<file path="config.mk">
export PLATFORM = sky130hd
export DESIGN_NAME = noise_filter_bank_flat
export DESIGN_NICKNAME = d
export VERILOG_FILES = /design/src/rtl/noise_filter_bank_pkg.sv /design/src/rtl/noise_filter_bank_if.sv /design/src/rtl/noise_filter_chan.sv /design/src/rtl/noise_filter_bank.sv /design/src/flat_wrapper.sv
export SDC_FILE = /design/constraint.sdc
export NUM_CORES = 1
export LEC_CHECK = 0
export CORE_UTILIZATION = 60
export DETAILED_ROUTE_END_ITERATION = 10
export PLACE_DENSITY_LB_ADDON = 0.1
export SYNTH_ARGS = -nofsm -noshare
export SYNTH_HDL_FRONTEND = slang
export SYNTH_HIERARCHICAL = 1
export SYNTH_SLANG_ARGS = --single-unit
</file>
<file path="constraint.sdc">
create_clock -name clk -period 9.2 [get_ports clk]
set_clock_uncertainty 0.1 [all_clocks]
set_input_delay 1.84 -clock clk [delete_from_list [all_inputs] [get_ports clk]]
set_output_delay 1.84 -clock clk [all_outputs]
set_load 0.05 [all_outputs]
</file>
<file path="src/rtl/noise_filter_bank_pkg.sv">
// Shared helpers for the noise_filter_bank block family.
// Width arithmetic used by the bank, its channels and the bus interface.
package noise_filter_bank_pkg;

    // Ceiling log2; clog2(1) == 0.
    function automatic int unsigned clog2(input int unsigned v);
        int unsigned r;
        r = 0;
        for (int unsigned i = 0; i < 32; i++) begin
            if ((64'd1 << i) < 64'(v)) begin
                r = i + 1;
            end
        end
        return r;
    endfunction

    function automatic int unsigned max_u(input int unsigned a, input int unsigned b);
        return (a > b) ? a : b;
    endfunction

endpackage

</file>
<file path="src/rtl/noise_filter_bank_if.sv">
// Input/output bundle of the noise_filter_bank glitch filter.
// master drives the raw inputs and controls; slave is the filter bank.
interface noise_filter_bank_if
    import noise_filter_bank_pkg::*;
#(
    parameter int unsigned CHANNELS = 4,
    parameter int unsigned MAX_LEN  = 15,
    parameter int unsigned GLITCH_W = 16
);
    localparam int unsigned LW = clog2(MAX_LEN + 1);

    logic [CHANNELS-1:0] q;
    logic [LW-1:0]       len;
    logic                glitch_clr;
    logic [CHANNELS-1:0] ql;
    logic [CHANNELS-1:0] rise;
    logic [CHANNELS-1:0] fall;
    logic [GLITCH_W-1:0] glitch_cnt;

    modport master (
        output q, len, glitch_clr,
        input  ql, rise, fall, glitch_cnt
    );

    modport slave (
        input  q, len, glitch_clr,
        output ql, rise, fall, glitch_cnt
    );

endinterface

</file>
<file path="src/rtl/noise_filter_chan.sv">
// One glitch-filter channel: synchroniser, input register, hold counter,
// filtered level with edge pulses, and a reject strobe for the parent.
module noise_filter_chan
    import noise_filter_bank_pkg::*;
#(
    parameter int unsigned MAX_LEN = 15,
    parameter int unsigned SYNC    = 2,
    parameter int unsigned LW      = clog2(MAX_LEN + 1)
) (
    input  logic          clk,
    input  logic          rst,
    input  logic          q,
    input  logic [LW-1:0] l,
    output logic          ql,
    output logic          rise,
    output logic          fall,
    output logic          reject
);
    localparam int unsigned CW = (MAX_LEN > 1) ? clog2(MAX_LEN) : 1;

    logic          s;
    logic [CW-1:0] cnt;
    logic          differ;
    logic          at_end;

    // Synchroniser chain followed by the input register s.
    if (SYNC == 0) begin : g_nosync
        always_ff @(posedge clk or posedge rst) begin
            if (rst) begin
                s <= 1'b0;
            end else begin
                s <= q;
            end
        end
    end else begin : g_sync
        logic [SYNC-1:0] sync_q;

        always_ff @(posedge clk or posedge rst) begin
            if (rst) begin
                sync_q <= '0;
                s      <= 1'b0;
            end else begin
                sync_q[0] <= q;
                for (int i = 1; i < int'(SYNC); i++) begin
                    sync_q[i] <= sync_q[i-1];
                end
                s <= sync_q[SYNC-1];
            end
        end
    end

    // l is already clamped to 1..MAX_LEN; >= lets a lowered length commit at once.
    assign differ = s ^ ql;
    assign at_end = LW'(cnt) >= (l - LW'(1));
    assign reject = ~differ & (cnt != '0);

    always_ff @(posedge clk or posedge rst) begin
        if (rst) begin
            ql   <= 1'b0;
            cnt  <= '0;
            rise <= 1'b0;
            fall <= 1'b0;
        end else begin
            rise <= 1'b0;
            fall <= 1'b0;
            if (differ) begin
                if (at_end) begin
                    ql   <= s;
                    cnt  <= '0;
                    rise <= s;
                    fall <= ~s;
                end else begin
                    cnt <= cnt + CW'(1);
                end
            end else if (cnt != '0) begin
                cnt <= '0;
            end
        end
    end

endmodule

</file>
<file path="src/rtl/noise_filter_bank.sv">
// Multi-channel programmable glitch filter with edge pulses and a shared
// saturating count of rejected glitches.
module noise_filter_bank
    import noise_filter_bank_pkg::*;
#(
    parameter int unsigned CHANNELS = 4,
    parameter int unsigned MAX_LEN  = 15,
    parameter int unsigned SYNC     = 2,
    parameter int unsigned GLITCH_W = 16
) (
    input logic               clk,
    input logic               rst,
    noise_filter_bank_if.slave bus
);
    localparam int unsigned LW = clog2(MAX_LEN + 1);
    localparam int unsigned PW = clog2(CHANNELS + 1);
    localparam int unsigned SW = max_u(GLITCH_W, PW) + 1;
    localparam logic [SW-1:0] GMAX = SW'({GLITCH_W{1'b1}});

    logic [LW-1:0]       l_eff;
    logic [CHANNELS-1:0] ql_w;
    logic [CHANNELS-1:0] rise_w;
    logic [CHANNELS-1:0] fall_w;
    logic [CHANNELS-1:0] rej_w;
    logic [PW-1:0]       pop;
    logic [SW-1:0]       sum;
    logic [GLITCH_W-1:0] glitch_next;
    logic [GLITCH_W-1:0] glitch_q;

    // Clamp the shared length into 1..MAX_LEN once for all channels.
    always_comb begin
        l_eff = bus.len;
        if (bus.len == '0) begin
            l_eff = LW'(1);
        end else if ({1'b0, bus.len} > (LW + 1)'(MAX_LEN)) begin
            l_eff = LW'(MAX_LEN);
        end
    end

    for (genvar i = 0; i < int'(CHANNELS); i++) begin : g_chan
        noise_filter_chan #(
            .MAX_LEN (MAX_LEN),
            .SYNC    (SYNC),
            .LW      (LW)
        ) u_chan (
            .clk    (clk),
            .rst    (rst),
            .q      (bus.q[i]),
            .l      (l_eff),
            .ql     (ql_w[i]),
            .rise   (rise_w[i]),
            .fall   (fall_w[i]),
            .reject (rej_w[i])
        );
    end

    // Popcount of this cycle's rejections added with saturation.
    always_comb begin
        pop = '0;
        for (int i = 0; i < int'(CHANNELS); i++) begin
            pop = pop + PW'(rej_w[i]);
        end
        sum         = SW'(glitch_q) + SW'(pop);
        glitch_next = (sum > GMAX) ? {GLITCH_W{1'b1}} : sum[GLITCH_W-1:0];
    end

    always_ff @(posedge clk or posedge rst) begin
        if (rst) begin
            glitch_q <= '0;
        end else if (bus.glitch_clr) begin
            glitch_q <= '0;
        end else begin
            glitch_q <= glitch_next;
        end
    end

    assign bus.ql         = ql_w;
    assign bus.rise       = rise_w;
    assign bus.fall       = fall_w;
    assign bus.glitch_cnt = glitch_q;

endmodule
</file>
<file path="src/flat_wrapper.sv">
// flat-port wrapper written by rule: the top's interface ports become plain ports
module noise_filter_bank_flat import noise_filter_bank_pkg::*;
#(
    parameter int unsigned CHANNELS = 4,
    parameter int unsigned MAX_LEN  = 15,
    parameter int unsigned SYNC     = 2,
    parameter int unsigned GLITCH_W = 16
)
  (clk, rst, bus_q, bus_len, bus_glitch_clr, bus_ql, bus_rise, bus_fall, bus_glitch_cnt);
  noise_filter_bank_if #(.CHANNELS(CHANNELS), .MAX_LEN(MAX_LEN), .GLITCH_W(GLITCH_W)) bus_i ();
  input logic clk;
  input logic rst;
  input wire logic [$bits(bus_i.q)-1:0] bus_q;
  input wire logic [$bits(bus_i.len)-1:0] bus_len;
  input wire logic [$bits(bus_i.glitch_clr)-1:0] bus_glitch_clr;
  output wire logic [$bits(bus_i.ql)-1:0] bus_ql;
  output wire logic [$bits(bus_i.rise)-1:0] bus_rise;
  output wire logic [$bits(bus_i.fall)-1:0] bus_fall;
  output wire logic [$bits(bus_i.glitch_cnt)-1:0] bus_glitch_cnt;
  assign bus_i.q = bus_q;
  assign bus_i.len = bus_len;
  assign bus_i.glitch_clr = bus_glitch_clr;
  assign bus_ql = bus_i.ql;
  assign bus_rise = bus_i.rise;
  assign bus_fall = bus_i.fall;
  assign bus_glitch_cnt = bus_i.glitch_cnt;
  noise_filter_bank #(.CHANNELS(CHANNELS), .MAX_LEN(MAX_LEN), .SYNC(SYNC), .GLITCH_W(GLITCH_W)) u_core (.clk(clk), .rst(rst), .bus(bus_i));
endmodule
</file>
---- After elaboration in Yosys (flattened, before gate mapping) ----
Cells that the tools add are included.
word-level totals
  output and inout port bits .............. 28
  word-level logic and storage cells ...... 99
  input bits .............................. 11
  flip-flop bits (word level) ............. 56
operators by class
  $add $sub $neg .......................... 9
  muxes and demuxes ....................... 31
  order comparisons ....................... 5
  bitwise logic cells ..................... 16
  reduce and logical (&&, ||, !) cells .... 13
operator list
  cell                                                                    count
  4-bit two-way mux                                                       13
  16-bit two-way mux                                                      2
  16-bit by 3-bit adder with 17-bit output                                1
  17-bit by 16-bit > comparator with 1-bit output, second input constant  1
  4-bit by 1-bit adder with 4-bit output, second input constant           4
  4-bit greater-or-equal comparator                                       4
  1-bit two-way mux                                                       16
  4-bit nonzero test                                                      4
  1-bit inverter                                                          8
  2-bit AND reduction                                                     4
  2-bit nonzero test                                                      4
  3-bit by 1-bit adder with 3-bit output                                  2
  1-bit AND                                                               4
  4-bit zero test                                                         1
  4-bit by 1-bit subtractor with 4-bit output, second input constant      1
  1-bit XOR                                                               4
  1-bit by 1-bit adder with 2-bit output                                  1

---- Depth between registers and ports, before layout ----
  depth in word-level cells ............... 10
  depth in mapped cells ................... 13
  gate-level depth less buffers ........... 12

---- Cells and area by module ----
The synthesis kept the hierarchy.
by module, submodules not included
  module             area an instance (um2)  instances  cells an instance  seq. area each (um2)
  noise_filter_chan  538.0                   4          48                 250.2
  noise_filter_bank  952.2                   1          95                 400.4

---- Least setup slack after synthesis ----
Ideal clock, no wire load.
  path kind ............................... input port to flip-flop
  start point ............................. in bus_len[1]
  end point ............................... reg u_core.g_chan[1].u_chan.ql
  arrival time ............................ 3,499 ps
  required time ........................... 8,972 ps
  stages on the path ...................... 10
  slack ................................... 5,473 ps
  path through ............................ nor3_1 -> or2_2 -> inv_1 -> ha_1 -> xnor2_1 -> ha_1 -> o21a_1 -> nor2_1 -> a21oi_2 -> mux2_1
on the way
  cells in the longest elaborated chain, start to end .. 5
RTL lines
  item                                         RTL line                 RTL
  from (decl)                                  flat_wrapper.sv:14       input wire logic [$bits(bus_i.len)-1:0] bus_len;
  4-bit zero test                              noise_filter_bank.sv:33  if (bus.len == '0) begin
  4-bit two-way mux                            noise_filter_bank.sv:33
  named net u_core.l_eff[0]                    noise_filter_bank.sv:20  logic [LW-1:0] l_eff;
  4-bit by 1-bit subtractor with 4-bit output  noise_filter_chan.sv:54  assign at_end = LW'(cnt) >= (l - LW'(1));
  4-bit greater-or-equal comparator            noise_filter_chan.sv:54
  2-bit AND reduction (no source line)         n/a
  to (signal assigned)                         noise_filter_chan.sv:68  ql <= s;
  to (decl)                                    noise_filter_chan.sv:14  output logic ql,
The timed path passes the listed nets, and every way through them passes these cells.
A chain may end at the register's enable or synchronous reset.

---- Final worst setup path ----
  start point ............................. in bus_len[2]
  end point ............................... reg u_core.g_chan[3].u_chan.ql
on the way
  cells in the longest elaborated chain, start to end .. 5
RTL lines
  item                                         RTL line
  4-bit zero test                              noise_filter_bank.sv:33
  4-bit two-way mux                            noise_filter_bank.sv:33
  named net u_core.l_eff[0]                    noise_filter_bank.sv:20
  4-bit by 1-bit subtractor with 4-bit output  noise_filter_chan.sv:54
  4-bit greater-or-equal comparator            noise_filter_chan.sv:54
  2-bit AND reduction (no source line)         n/a
  to (signal assigned)                         noise_filter_chan.sv:68
  to (decl)                                    noise_filter_chan.sv:14
The timed path passes the listed nets, and every way through them passes these cells.

==> summary.md <==
| Metric | Value |
|---|---|
| Width of the die | between 70 and 80 um |
| # H-tree levels | 2 |
| RR Endpoint | u_core/bus.glitch_cnt[8] |
| Yosys synthesis warning count | 6 |
| Final period demand of the worst path | 4.300 ns |
| Post-CTS Resized | 0 |
| Number of slew-limit violations in the final report | 0 |
| Highest attainable clock frequency | roughly 230 MHz |
| Starting density of the core | about 64% |
| Setup violations, final | 0 |
| CP Data Arrival Time | between 4 and 5 ns |
| Floorplan die height | 73.93 um |
| Total global routing track utilization | 22.91% |
| Reported net switching power | approximately 0.00036 W |
| Post-Synthesis Net Count | 330 |
| Hold Crit Endpoint | u_core/g_chan[3].u_chan/g_sync.sync_q[1] |
| Max Cap Violations | 0 |
| Synth Instances | 287 |
| Avg Synthesized Cell Area | 10.82 um^2 |
| Reg-to-reg setup timing slack | 5.87 ns |
| Final net count | 370 |
| Root buf cell | sky130_fd_sc_hd__clkbuf_8 |
| Worst-case headroom to the max-slew limit | around three fifths |
| Hold Path Stages | 0 |
| Layout cell share with drive strength beyond 1 | under 10% |
| Via count of the first global-routing pass | ~2100 |
| Antenna fix cells | 0 |
| Predominant post-synthesis flop cell | sky130_fd_sc_hd__dfrtp_1 |
| Leakage component of the power | 1.636 nW |
| Count of clock tree sinks | 56 |
| Hold WC Path Type | flip-flop to flip-flop |
| Cell Area, Placed | between 3000 and 4000 um^2 |
| Row cnt | 25 |
| DP Wirelength | slightly above 4 mm |
| CP max FO | 9 |
| Count of different cell masters after synthesis | 41 |
| Wire length per cell | around 14 um |
| Status | completed |
| Worst setup SP type | input port |
| Setup repair after global routing missed its margin | no |
| Worst Min Path Start | u_core/g_chan[3].u_chan/g_sync.sync_q[0] |
| Reg-to-reg critical path startpoint | u_core/g_chan[0].u_chan/cnt[0] |
| Power density of the placed cells | 247.0 nW/um^2 |
| Sw Ratio | 39.51% |
| DR vias | 2175 |
| Worst ir drop on vdd | 0.2356 mV |
| Portion of total power attributed to sequential cells | 37.8% |
| Critical Path RT | between 9 and 10 ns |
| CTS tree | built |
| Final Cycle Share | between 40% and 50% |
| Proportion of register bits with asynchronous set or reset after synthesis | between 90% and 100% |
| Number of DRC markers after the initial detailed-route iteration | 93 |
| Clock latency on the worst-skew pair | 0.30 ns |
| Capturing element type of the critical path | flip-flop |
| Area added between synthesis and finish | 18.14% |
| Final antenna-violating net count | 0 |
| Final count of hold timing violations | 0 |
| Die Footprint | 5466 um^2 |
| Final WL | between 5 and 6 mm |
| CP cell instances | clkdlybuf4s50_1, nor3_1, or2_2, inv_1, ha_1, xnor2_1, ha_1, o21a_1, nor2_1, a21oi_2, mux2_1 |
| Maximum buffer depth of the clock tree | 2 |
| Flops & latches, synth | between 50 and 60 |
| Clock network power share | 18.1% |
| Antenna violations before repair | 0 |
| P_int | 0.0005479 W |
| Pin slew with the least headroom to its limit | about 0.6 ns |
| Total grt overflow | 0 |
| Most common cell on crit path | sky130_fd_sc_hd__ha_1 |
| Remaining routing DRC violations | 0 |
| Cell area after technology mapping | 3104 um^2 |
| Total CTS buffers | 5 |
| Register-to-Register Path Depth | 12 |
| Critical Setup Path Class | input port to flip-flop |
| Clk pin slew, worst setup/hold paths | about 0.1 ns |
| Post-CTS Setup Bufs | 0 |
| TritonRoute pass-1 iters | 4 |
| Largest net degree at the start of global routing | 18 |
| Routability-driven placement congestion ratio | 0.8252 |
| Total I/O pin count | 39 |
| Mean number of vias per cell | about 5.5 |
| Global-route wire length before repair | between 9 and 10 mm |
| Fraction of power consumed by combinational cells | between 40% and 50% |
| Core area | between 4000 and 5000 um^2 |
| Total of buffers placed on input and output ports | 38 |
| Final sum of negative setup slack | 0 ns |
| Slowest CP cell | sky130_fd_sc_hd__clkdlybuf4s50_1 |
| Number of flops mapped to enable cells by yosys | 0 |
| Stage delay of the slowest cell on the critical path | 0.73 ns |
| Hold buffer count at CTS | 0 |
| Register area share after synthesis | 45.14% |
| Post-route design area | 3667 um^2 |
## sequential cells by signal, indices dropped and copies added, names as in the netlist
register / count
u_core/bus.glitch_cnt: 16
u_core/g_chan.u_chan/cnt: 16
u_core/g_chan.u_chan/g_sync.sync_q: 8
u_core/g_chan.u_chan/fall: 4
u_core/g_chan.u_chan/ql: 4
u_core/g_chan.u_chan/rise: 4
u_core/g_chan.u_chan/s: 4
## cell families (layout without fill, tap and decap cells)
family | count (synthesis) | after routing | synth area share (%)
simple gates | 73 | 73 | 14.23
flops | 56 | 56 | 45.14
compound gates | 52 | 52 | 11.61
buf+inv | 37 | 78 | 4.595
fa+ha+maj | 32 | 32 | 13.62
xor+xnor | 32 | 32 | 9.029
mux | 5 | 5 | 1.773
## power groups by stage
stage                     Sequential, W  Combinational, W  Clock [W]
after floorplan                0.000397          0.000242          0
after global placement         0.000346          0.000383          0
after detailed placement       0.000346          0.000397          0
after CTS                      0.000343          0.000402   0.000170
after global routing           0.000350          0.000448   0.000179
final                          0.000342          0.000399   0.000164
## cells in the final DEF, fill, tap and decap left out, types with 5 or more instances in the layout
master	n
sky130_fd_sc_hd__clkdlybuf4s50_1	38
sky130_fd_sc_hd__dfrtp_1	56
sky130_fd_sc_hd__clkbuf_8	6
sky130_fd_sc_hd__nand3_1	7
sky130_fd_sc_hd__xnor2_1	18
sky130_fd_sc_hd__nor3b_1	9
sky130_fd_sc_hd__nand2_1	11
sky130_fd_sc_hd__o31ai_1	5
sky130_fd_sc_hd__ha_1	29
sky130_fd_sc_hd__xor2_1	14
sky130_fd_sc_hd__o21a_1	5
sky130_fd_sc_hd__nor2_1	10
sky130_fd_sc_hd__o21ai_0	8
sky130_fd_sc_hd__nor3_1	17
sky130_fd_sc_hd__and3_4	5
sky130_fd_sc_hd__a21oi_1	15
sky130_fd_sc_hd__inv_1	32
## worst max-delay path, delay by kind of cell
kind / cells / cell delay, ns
buf+inv: 2 / 0.84
simple gates: 3 / 0.58
fa+ha+maj: 2 / 0.42
mux: 1 / 0.33
compound gates: 2 / 0.26
xor+xnor: 1 / 0.12
## layout make-up
cell class | instances | area, um^2
repair buffers | 38 | 380.4
flip-flops and latches | 56 | 1401
fillers | 342 | 1181
well taps | 67 | 83.83
clock buffers | 6 | 82.58
multi-input cells | 194 | 1560
clock inverters | 2 | 38.79
inverters | 32 | 120.1
## routing by layer
layer	vias up	global-route usage, %	share of wire, %	wire length [um]
li1	1075	-	-	-
met1	1057	31.46	48	2695
met4	0	5.342	0.61	34
met2	39	37.37	48	2666
met5	-	0	0	0
met3	4	5.014	3.8	212
## cells in the mapped netlist, drive strengths merged (2+ instances only)
| cell | count | share of area, % |
|---|---|---|
| a21o | 4 | 0.97 |
| a21oi | 19 | 3.5 |
| a31oi | 3 | 0.60 |
| a32o | 4 | 1.3 |
| and3 | 6 | 2.0 |
| and4 | 2 | 0.69 |
| clkbuf | 4 | 0.48 |
| dfrtp | 56 | 45 |
| fa | 3 | 1.9 |
| ha | 29 | 12 |
| inv | 32 | 3.9 |
| mux2 | 4 | 1.5 |
| nand2 | 11 | 1.3 |
| nand3 | 8 | 1.5 |
| nand4 | 2 | 0.60 |
| nor2 | 10 | 1.2 |
| nor3 | 18 | 3.3 |
| nor3b | 9 | 2.2 |
| nor4 | 2 | 0.40 |
| o21a | 5 | 1.2 |
| o21ai | 8 | 1.3 |
| o31ai | 5 | 1.2 |
| xnor2 | 18 | 5.1 |
| xor2 | 14 | 4.0 |
## per-stage QoR
stage | power, W | util [%] | instances | hold WS, ns | setup WS (ns)
2_1_floorplan | 0.0006390 | - | 287 | 0.2312 | 5.473
3_3_place_gp | 0.0007285 | 73.14 | 387 | 0.2328 | 4.693
3_5_place_dp | 0.0007423 | 73.14 | 387 | 0.2389 | 4.605
4_1_cts | 0.0009157 | 75.64 | 395 | 0.2577 | 4.919
5_1_grt | 0.0009762 | 75.64 | 395 | 0.2655 | 4.747
6_report | 0.0009059 | 75.64 | 395 | 0.2557 | 4.900
## how the worst max path moves through the flow
stage | startpoint | to | slack (ns) | cells after the start
6_report | bus_len[2] | u_core/g_chan[3].u_chan/ql | 4.90 | 11
4_1_cts | bus_len[2] | u_core/g_chan[3].u_chan/ql | 4.92 | 11
5_1_grt | bus_len[2] | u_core/g_chan[3].u_chan/ql | 4.75 | 11
3_3_place_gp | bus_len[2] | u_core/g_chan[1].u_chan/ql | 4.69 | 11
3_5_place_dp | bus_len[2] | u_core/g_chan[3].u_chan/ql | 4.60 | 11
2_1_floorplan | bus_len[1] | u_core/g_chan[1].u_chan/ql | 5.47 | 10
Note: power is estimated with default switching activity, not from simulation.
